## src/rtl/c17_bist_pkg.sv

```systemverilog
// Shared types and default constants for the c17 BIST response path.
// Latency: n/a (declarations only).
// Backpressure: n/a.
package c17_bist_pkg;

  typedef enum logic [1:0] {
    IDLE = 2'd0,
    RUN  = 2'd1,
    DONE = 2'd2
  } c17_state_e;

  localparam logic [15:0] C17_MISR_POLY = 16'h1021;
  localparam logic [15:0] C17_MISR_SEED = 16'hFFFF;
  localparam int          C17_RESP_W    = 2;

endpackage

```

## src/rtl/c17_misr.sv

```systemverilog
// Multiple-input signature register folding c17 responses into a signature.
// Latency: one cycle from en to updated sig.
// Backpressure: none; compacts on every cycle en is high.
module c17_misr
  import c17_bist_pkg::*;
#(
  parameter int               SIG_W = 16,
  parameter logic [SIG_W-1:0] POLY  = C17_MISR_POLY,
  parameter logic [SIG_W-1:0] SEED  = C17_MISR_SEED
) (
  input  logic                  clk,
  input  logic                  rst,
  input  logic                  load,
  input  logic                  en,
  input  logic [C17_RESP_W-1:0] din,
  output logic [SIG_W-1:0]      sig
);

  logic [SIG_W-1:0] sig_next;
  logic [SIG_W-1:0] fb;

  // Left shift, polynomial feedback on the outgoing MSB, response into the low bits.
  always_comb begin
    fb       = sig[SIG_W-1] ? POLY : '0;
    sig_next = {sig[SIG_W-2:0], 1'b0} ^ fb ^ SIG_W'(din);
  end

  // Reseed has priority over compaction so a restart never folds in a stray beat.
  always_ff @(posedge clk) begin
    if (rst) begin
      sig <= SEED;
    end else if (load) begin
      sig <= SEED;
    end else if (en) begin
      sig <= sig_next;
    end
  end

endmodule

```

## src/rtl/c17_response_compactor.sv

```systemverilog
// Compacts c17 responses into a MISR, counts patterns, checks the final signature.
// Latency: one cycle from handshake to updated signature/pat_count; done lands with the last update.
// Backpressure: resp_ready is high for the whole of RUN (never stalls upstream), low otherwise.
module c17_response_compactor
  import c17_bist_pkg::*;
#(
  parameter int               SIG_W        = 16,
  parameter logic [SIG_W-1:0] POLY         = C17_MISR_POLY,
  parameter logic [SIG_W-1:0] SEED         = C17_MISR_SEED,
  parameter int               NUM_PATTERNS = 32,
  parameter logic [SIG_W-1:0] GOLDEN       = '0,
  localparam int              CNT_W        = $clog2(NUM_PATTERNS + 1)
) (
  input  logic                  clk,
  input  logic                  rst,
  input  logic                  start,
  input  logic                  resp_valid,
  input  logic [C17_RESP_W-1:0] resp_data,
  output logic                  resp_ready,
  output logic                  busy,
  output logic                  done,
  output logic                  pass,
  output logic [SIG_W-1:0]      signature,
  output logic [CNT_W-1:0]      pat_count
);

  localparam logic [CNT_W-1:0] LAST_IDX = CNT_W'(NUM_PATTERNS - 1);
  localparam logic [CNT_W-1:0] MAX_CNT  = CNT_W'(NUM_PATTERNS);

  c17_state_e state;
  logic       accept;
  logic       reseed;

  // Handshake and restart qualifiers; start is only honoured outside RUN.
  always_comb begin
    resp_ready = (state == RUN);
    accept     = resp_valid && resp_ready;
    reseed     = start && (state != RUN);
  end

  // Status flags are pure functions of registered state, so they hold steady in DONE.
  always_comb begin
    busy = (state == RUN);
    done = (state == DONE);
    pass = done && (signature == GOLDEN);
  end

  // Run-control FSM and saturating pattern counter.
  always_ff @(posedge clk) begin
    if (rst) begin
      state     <= IDLE;
      pat_count <= '0;
    end else begin
      case (state)
        IDLE, DONE: begin
          if (start) begin
            state     <= RUN;
            pat_count <= '0;
          end
        end
        RUN: begin
          if (accept) begin
            if (pat_count != MAX_CNT) begin
              pat_count <= pat_count + CNT_W'(1);
            end
            if (pat_count == LAST_IDX) begin
              state <= DONE;
            end
          end
        end
        default: begin
          state <= IDLE;
        end
      endcase
    end
  end

  c17_misr #(
    .SIG_W (SIG_W),
    .POLY  (POLY),
    .SEED  (SEED)
  ) u_misr (
    .clk  (clk),
    .rst  (rst),
    .load (reseed),
    .en   (accept),
    .din  (resp_data),
    .sig  (signature)
  );

endmodule

```

## config.mk

```make
export PLATFORM = sky130hd
export DESIGN_NAME = c17_response_compactor
export DESIGN_NICKNAME = d
export VERILOG_FILES = /design/src/rtl/c17_bist_pkg.sv /design/src/rtl/c17_misr.sv /design/src/rtl/c17_response_compactor.sv
export SDC_FILE = /design/constraint.sdc
export NUM_CORES = 1
export LEC_CHECK = 0
export ABC_AREA = 1
export CORE_ASPECT_RATIO = 1.1
export CORE_UTILIZATION = 40
export CTS_CLUSTER_SIZE = 10
export DETAILED_ROUTE_END_ITERATION = 10
export PLACE_DENSITY = 0.79
export RECOVER_POWER = 25
export SLEW_MARGIN = 20
export SYNTH_ARGS = -nofsm -noshare
export SYNTH_HDL_FRONTEND = slang
export SYNTH_SLANG_ARGS = --single-unit
export TNS_END_PERCENT = 10
```

## constraint.sdc

```tcl
create_clock -name clk -period 1.6 [get_ports clk]
set_clock_uncertainty 0.2 [all_clocks]
set_input_delay 0.24 -clock clk [delete_from_list [all_inputs] [get_ports clk]]
set_output_delay 0.24 -clock clk [all_outputs]
set_load 0.01 [all_outputs]
```

# After elaboration in Yosys (flattened, before gate mapping)
# Cells that the tools add are included.
[word_totals]
reg_bits = 24
output_inout_bits = 26
wordCells = 34
[op_classes]
add_sub_neg = 1
n_eq_ne = 9
mux = 9
bitwise = 2
n_reduce_logical = 10
[op_table]
columns = ["cell", "count"]
rows = [
  ["two-way mux 6 bit", 3],
  ["zero test 16 bit", 1],
  ["bitwise XOR 16 bit", 1],
  ["bitwise XOR 16 x 2 -> 16 bit", 1],
  ["two-way mux 13 bit", 1],
  ["one-hot mux 6 bit (2 select lines)", 1],
  ["!= test 2 x 1 -> 1 bit (second input constant)", 4],
  ["adder 6 x 1 -> 6 bit (second input constant)", 1],
  ["equality test 6 x 5 -> 1 bit (second input constant)", 1],
  ["two-way mux 2 bit", 3],
  ["!= test 6 bit (second input constant)", 1],
  ["one-hot mux 2 bit (2 select lines)", 1],
  ["AND reduction 4 bit", 1],
  ["OR reduction 2 bit", 2],
  ["logical AND 1 bit", 3],
  ["AND reduction 3 bit", 1],
  ["equality test 2 x 1 -> 1 bit (second input constant)", 1],
  ["equality test 2 bit (second input constant)", 1],
  ["zero test 2 bit", 1],
  ["!= test 2 bit (second input constant)", 1],
  ["nonzero test 2 bit", 1],
]

# Depth between registers and ports, before layout
# Gate-level depths: netlist (run 1).
[depth]
depth_word = 4
mapped_depth = 9
ltp_nobuf = 9

# Modules after synthesis
# A second synthesis (run 1) with hierarchy kept.
[unflattened]
cells_unflattened = 194
hier_area_um2 = 1325.0
[by_module_without_submodules]
columns = ["mod", "instances", "cells_per_inst", "area_each_um2", "seq_area_each_um2"]
rows = [
  ["c17_misr", 1, 105, 778.2, 320.3],
  ["c17_response_compactor", 1, 89, 546.8, 160.2],
]

# Least setup slack after synthesis (run 1)
# Ideal clock, no wire load.
[synth_timing]
path_kind = "reg-to-reg"
startpoint = "register pat_count[0]"
endpoint = "register pat_count[4]"
setup_time_ps = 114
arrival_ps = 1115
required_time_ps = 1286
setup_slack_ps = 171
path_stages_with_launch = 9
period_less_slack_ps = 1429
path_cell_list = "dfxtp_1 > inv_1 > ha_1 > nand2_1 > nor2_2 > nand2_2 > nand3_1 > a21oi_1 > nor2_1"
[synth_via]
elab_chain_len = 4
word_cells_on_any_way = 7
classes_between = "add/sub: 1; eq/ne: 2; mux: 3; reduce/logical: 1"
[synth_lines]
columns = ["element", "line_no", "text"]
rows = [
  ["start: declaration", "c17_response_compactor.sv:24", "output logic [CNT_W-1:0] pat_count"],
  ["start signal: assignment", "c17_response_compactor.sv:64", "pat_count <= pat_count + CNT_W'(1);"],
  ["adder 6 x 1 -> 6 bit", "c17_response_compactor.sv:64", ""],
  ["two-way mux 6 bit", "c17_response_compactor.sv:63", "if (pat_count != MAX_CNT) begin"],
  ["two-way mux 6 bit", "c17_response_compactor.sv:62", "if (accept) begin"],
  ["one-hot mux 6 bit (2 select lines)", "c17_response_compactor.sv:54", "case (state)"],
]
# Several ways; a longest one is shown, not always the timed one. The select of a mux whose other input is x is not followed.
# A chain may end at the register's enable or synchronous reset.

# Worst setup path in the final report (run 1)
[layout_timing]
startpoint = "register u_misr.sig[14]"
endpoint = "output port pass"
[layout_via]
elab_chain_len = 2
[layout_lines]
columns = ["element", "line_no", "text"]
rows = [
  ["start: declaration", "c17_misr.sv:16", "output logic [SIG_W-1:0] sig"],
  ["start signal: assignment", "c17_misr.sv:35", "sig <= sig_next;"],
  ["zero test 16 bit", "c17_response_compactor.sv:45", "pass = done && (signature == GOLDEN);"],
  ["logical AND 1 bit", "c17_response_compactor.sv:45", ""],
  ["end: declaration", "c17_response_compactor.sv:22", "output logic pass,"],
]
# Every way passes these cells.

==> results.cfg, run 1 <==
[routing]
met3_length_um = 119
vias = 1254
via_per_inst = 4.976
wl_met2_mm = 1.522
wl_per_cell_um = 11.55
drc = 0
met1Wirelength_mm = 1.225
first_pass_iters = 4
antenna_left = 0
top_layer = met4
drtIter0Drc = 31
wirelength_mm = 2.910

[final_layout]
antennaDiodeCount = 0
fin_util_pct = 60.57
nets = 228
multi_input_area_sq_um = 598.1
syn_to_final_growth_pct = 40.35
nFillCells = 278
drive_gt1_share_pct = 28.31
regArea_sq_um = 499.2

[synth]
yosys.area.top_type = dfxtp_1
synth_top_cell_area_share_pct = 39.02
synth_fp_nets = 181
syn-cell-area_sq_mm = 0.001231
avgSynthCellArea_sq_um = 7.117
ys_top_cells_by_area = dfxtp_1 (39%), nand2_1 (16%), nand3_1 (9.3%)
ys_ff_latch = 24
synth-seq-area-share_pct = 39.02
yosysWarnings = 0
ys_types = 22
syn_inst = 173

[global_routing]
grt_overflow = 0
grt_pass1_wl_mm = 4.512
grt_pass1_vias = 1113
grt_max_degree = 17
grt.total_usage_pct = 18.88
antenna_found_initial = 0

[outcome]
status = complete, but fails checks
violations = setup timing

[floorplanning]
core_sq_mm = 0.002853
dieArea_sq_mm = 0.003304
chipWidth_um = 54.90
die_y_um = 60.19
initial_core_util_pct = 43.16
io_pins = 32
num_rows = 20

[critical_path]
path_cells = nor4_2 > nand3_1 > nor2_1 > buf_2
r2r-start = state[0]
worstPathRequired_ps = 1160
rr_endpoint = u_misr.sig[0]
r2r_setup_slack_ps = -30
ff2ff_path_depth = 6
crit_arrival_ps = 1310
crit_slowest_cell = dfxtp_2
start_kind = register
max_stage_delay_ps = 350
endpoint_kind = primary output
crit_path_max_fanout = 2
critPathKind = reg -> out

[sta]
fin_crit_sh_pct = 109.5
hold_ws_ps = 298.1
min_period_ps = 1752
tightestPinTransition_ps = 283.0
fmax_mhz = 570.9
slew_headroom_pct = 81.13
hold_violations = 0
tns_ps = -209.9
rsz0062_at_grt = true
drv_slew = 0
setup-violations-final = 5
fin_ws_ps = -151.7

[place]
routabilityCongestion = 0.8127
preCtsSetupSlack_ps = -252.0
dp_hpwl_mm = 2.166
port-buffer-count = 31

[cts]
numCtsBuffers = 3
hold_buffers = 0
cts_tree = built
cts_sinks = 24
clk_pin_slew_ps = 130
clockBufferDepth = 2
cts_setup_buffers = 0
cts_max_level = 1
clkLatencyLatePin_ps = 310
clock-root-buffer = clkbuf_4

[worst_hold_path]
min_to = pat_count[2]
hold_start = pat_count[2]
worstHoldPathType = reg -> reg
min_path_cells = 2

[pwr]
power.density_mw_per_mm2 = 753.7
power_leakage_nw = 0.8127
ir_worst_vdd_v = 0.0005671

[flow_run]
cap_violations = 0
## synthesized netlist by cell type
cell	instances
o21ai_1	1
inv_1	11
nand3b_1	1
nor2_2	1
buf_4	13
buf_2	4
nand3_1	23
nor4_1	3
nand4_1	3
a21oi_4	1
or2_0	1
inv_2	3
ha_1	2
nand3_2	1
a21oi_1	7
nand2_1	51
xnor2_1	3
nand2_2	4
nor2_1	12
or2_1	1
dfxtp_1	24
o211ai_1	3
## placed cells by master (no fill, tap or decap), types with 2 or more instances in the layout
master / n
nor2_1: 11
a21oi_1: 8
o211ai_1: 3
inv_2: 4
clkbuf_4: 3
nand4_1: 3
nand3_1: 23
nand2_2: 4
dlygate4sd2_1: 21
nand2_1: 51
xnor2_1: 3
clkdlybuf4s50_1: 5
dfxtp_1: 11
buf_2: 4
ha_1: 2
buf_4: 26
inv_1: 10
dfxtp_2: 12
## final cells by class
cell class,count,share of cell area (%)
clock inverters,1,1.738
multi-input cells,118,34.61
inverters,14,3.041
repair buffers,59,28.02
well taps,33,2.390
flip-flops and latches,24,28.89
clock buffers,3,1.303
## through the flow
step | area (sq um) | cells | power, W
4_1_cts | 1747 | 252 | 0.001321
3_5_place_dp | 1688 | 248 | 0.0009040
3_3_place_gp | 1688 | 248 | 0.0008983
6_report | 1728 | 252 | 0.001302
2_1_floorplan | 1231 | 173 | 0.0007878
5_1_grt | 1728 | 252 | 0.001358
## registers in the layout, indices dropped and copies added, names as in the netlist
register    flops
state           2
u_misr.sig     16
pat_count       6
## routing by layer
metal,track usage [%],vias up
li1,-,641
met1,19.17,574
met2,36.83,32
met3,2.290,7
met4,7.857,0
met5,0,-
## repair_timing
action	4_1_cts	5_1_grt
gates resized for setup	56	6
endpoints found under the setup margin	26	4
hold endpoints to repair	0	0
pin swaps	2	2
## report_power, final
group	switching, W	internal [W]
clock network	0.000181	0.000253
logic	0.000125	0.000108
registers	0.0000160	0.000620
total	0.000321	0.000981
## critical path, delay by kind of cell (launching register included)
family / cells / cell delay [ps]
flops: 1 / 350
buf+inv: 1 / 150
simple gates: 3 / 500
## cells by family after synthesis
kind of cell / Yosys count / share of synthesized area (%)
fa+ha+maj: 2 / 2.032
simple gates: 101 / 36.59
flops: 24 / 39.02
buf+inv: 31 / 13.82
compound gates: 12 / 6.402
xor+xnor: 3 / 2.135
## worst max-delay path by stage
stage,from,endpoint,slack (ps),cells after the start
2_1_floorplan,pat_count[0],pat_count[4],170,8
3_3_place_gp,u_misr.sig[7],pass,-220,4
3_5_place_dp,u_misr.sig[14],pass,-250,4
4_1_cts,u_misr.sig[2],pass,-190,4
5_1_grt,u_misr.sig[14],pass,-230,4
6_report,u_misr.sig[14],pass,-150,4
No activity file was read; power rests on OpenSTA's default activity.
==> inputs of run 2 (changes only) <==
Settings changed: SLEW_MARGIN 20 to 15.
==> results of run 2 <==
Final layout, timing and power as in run 1 (identical DEF).
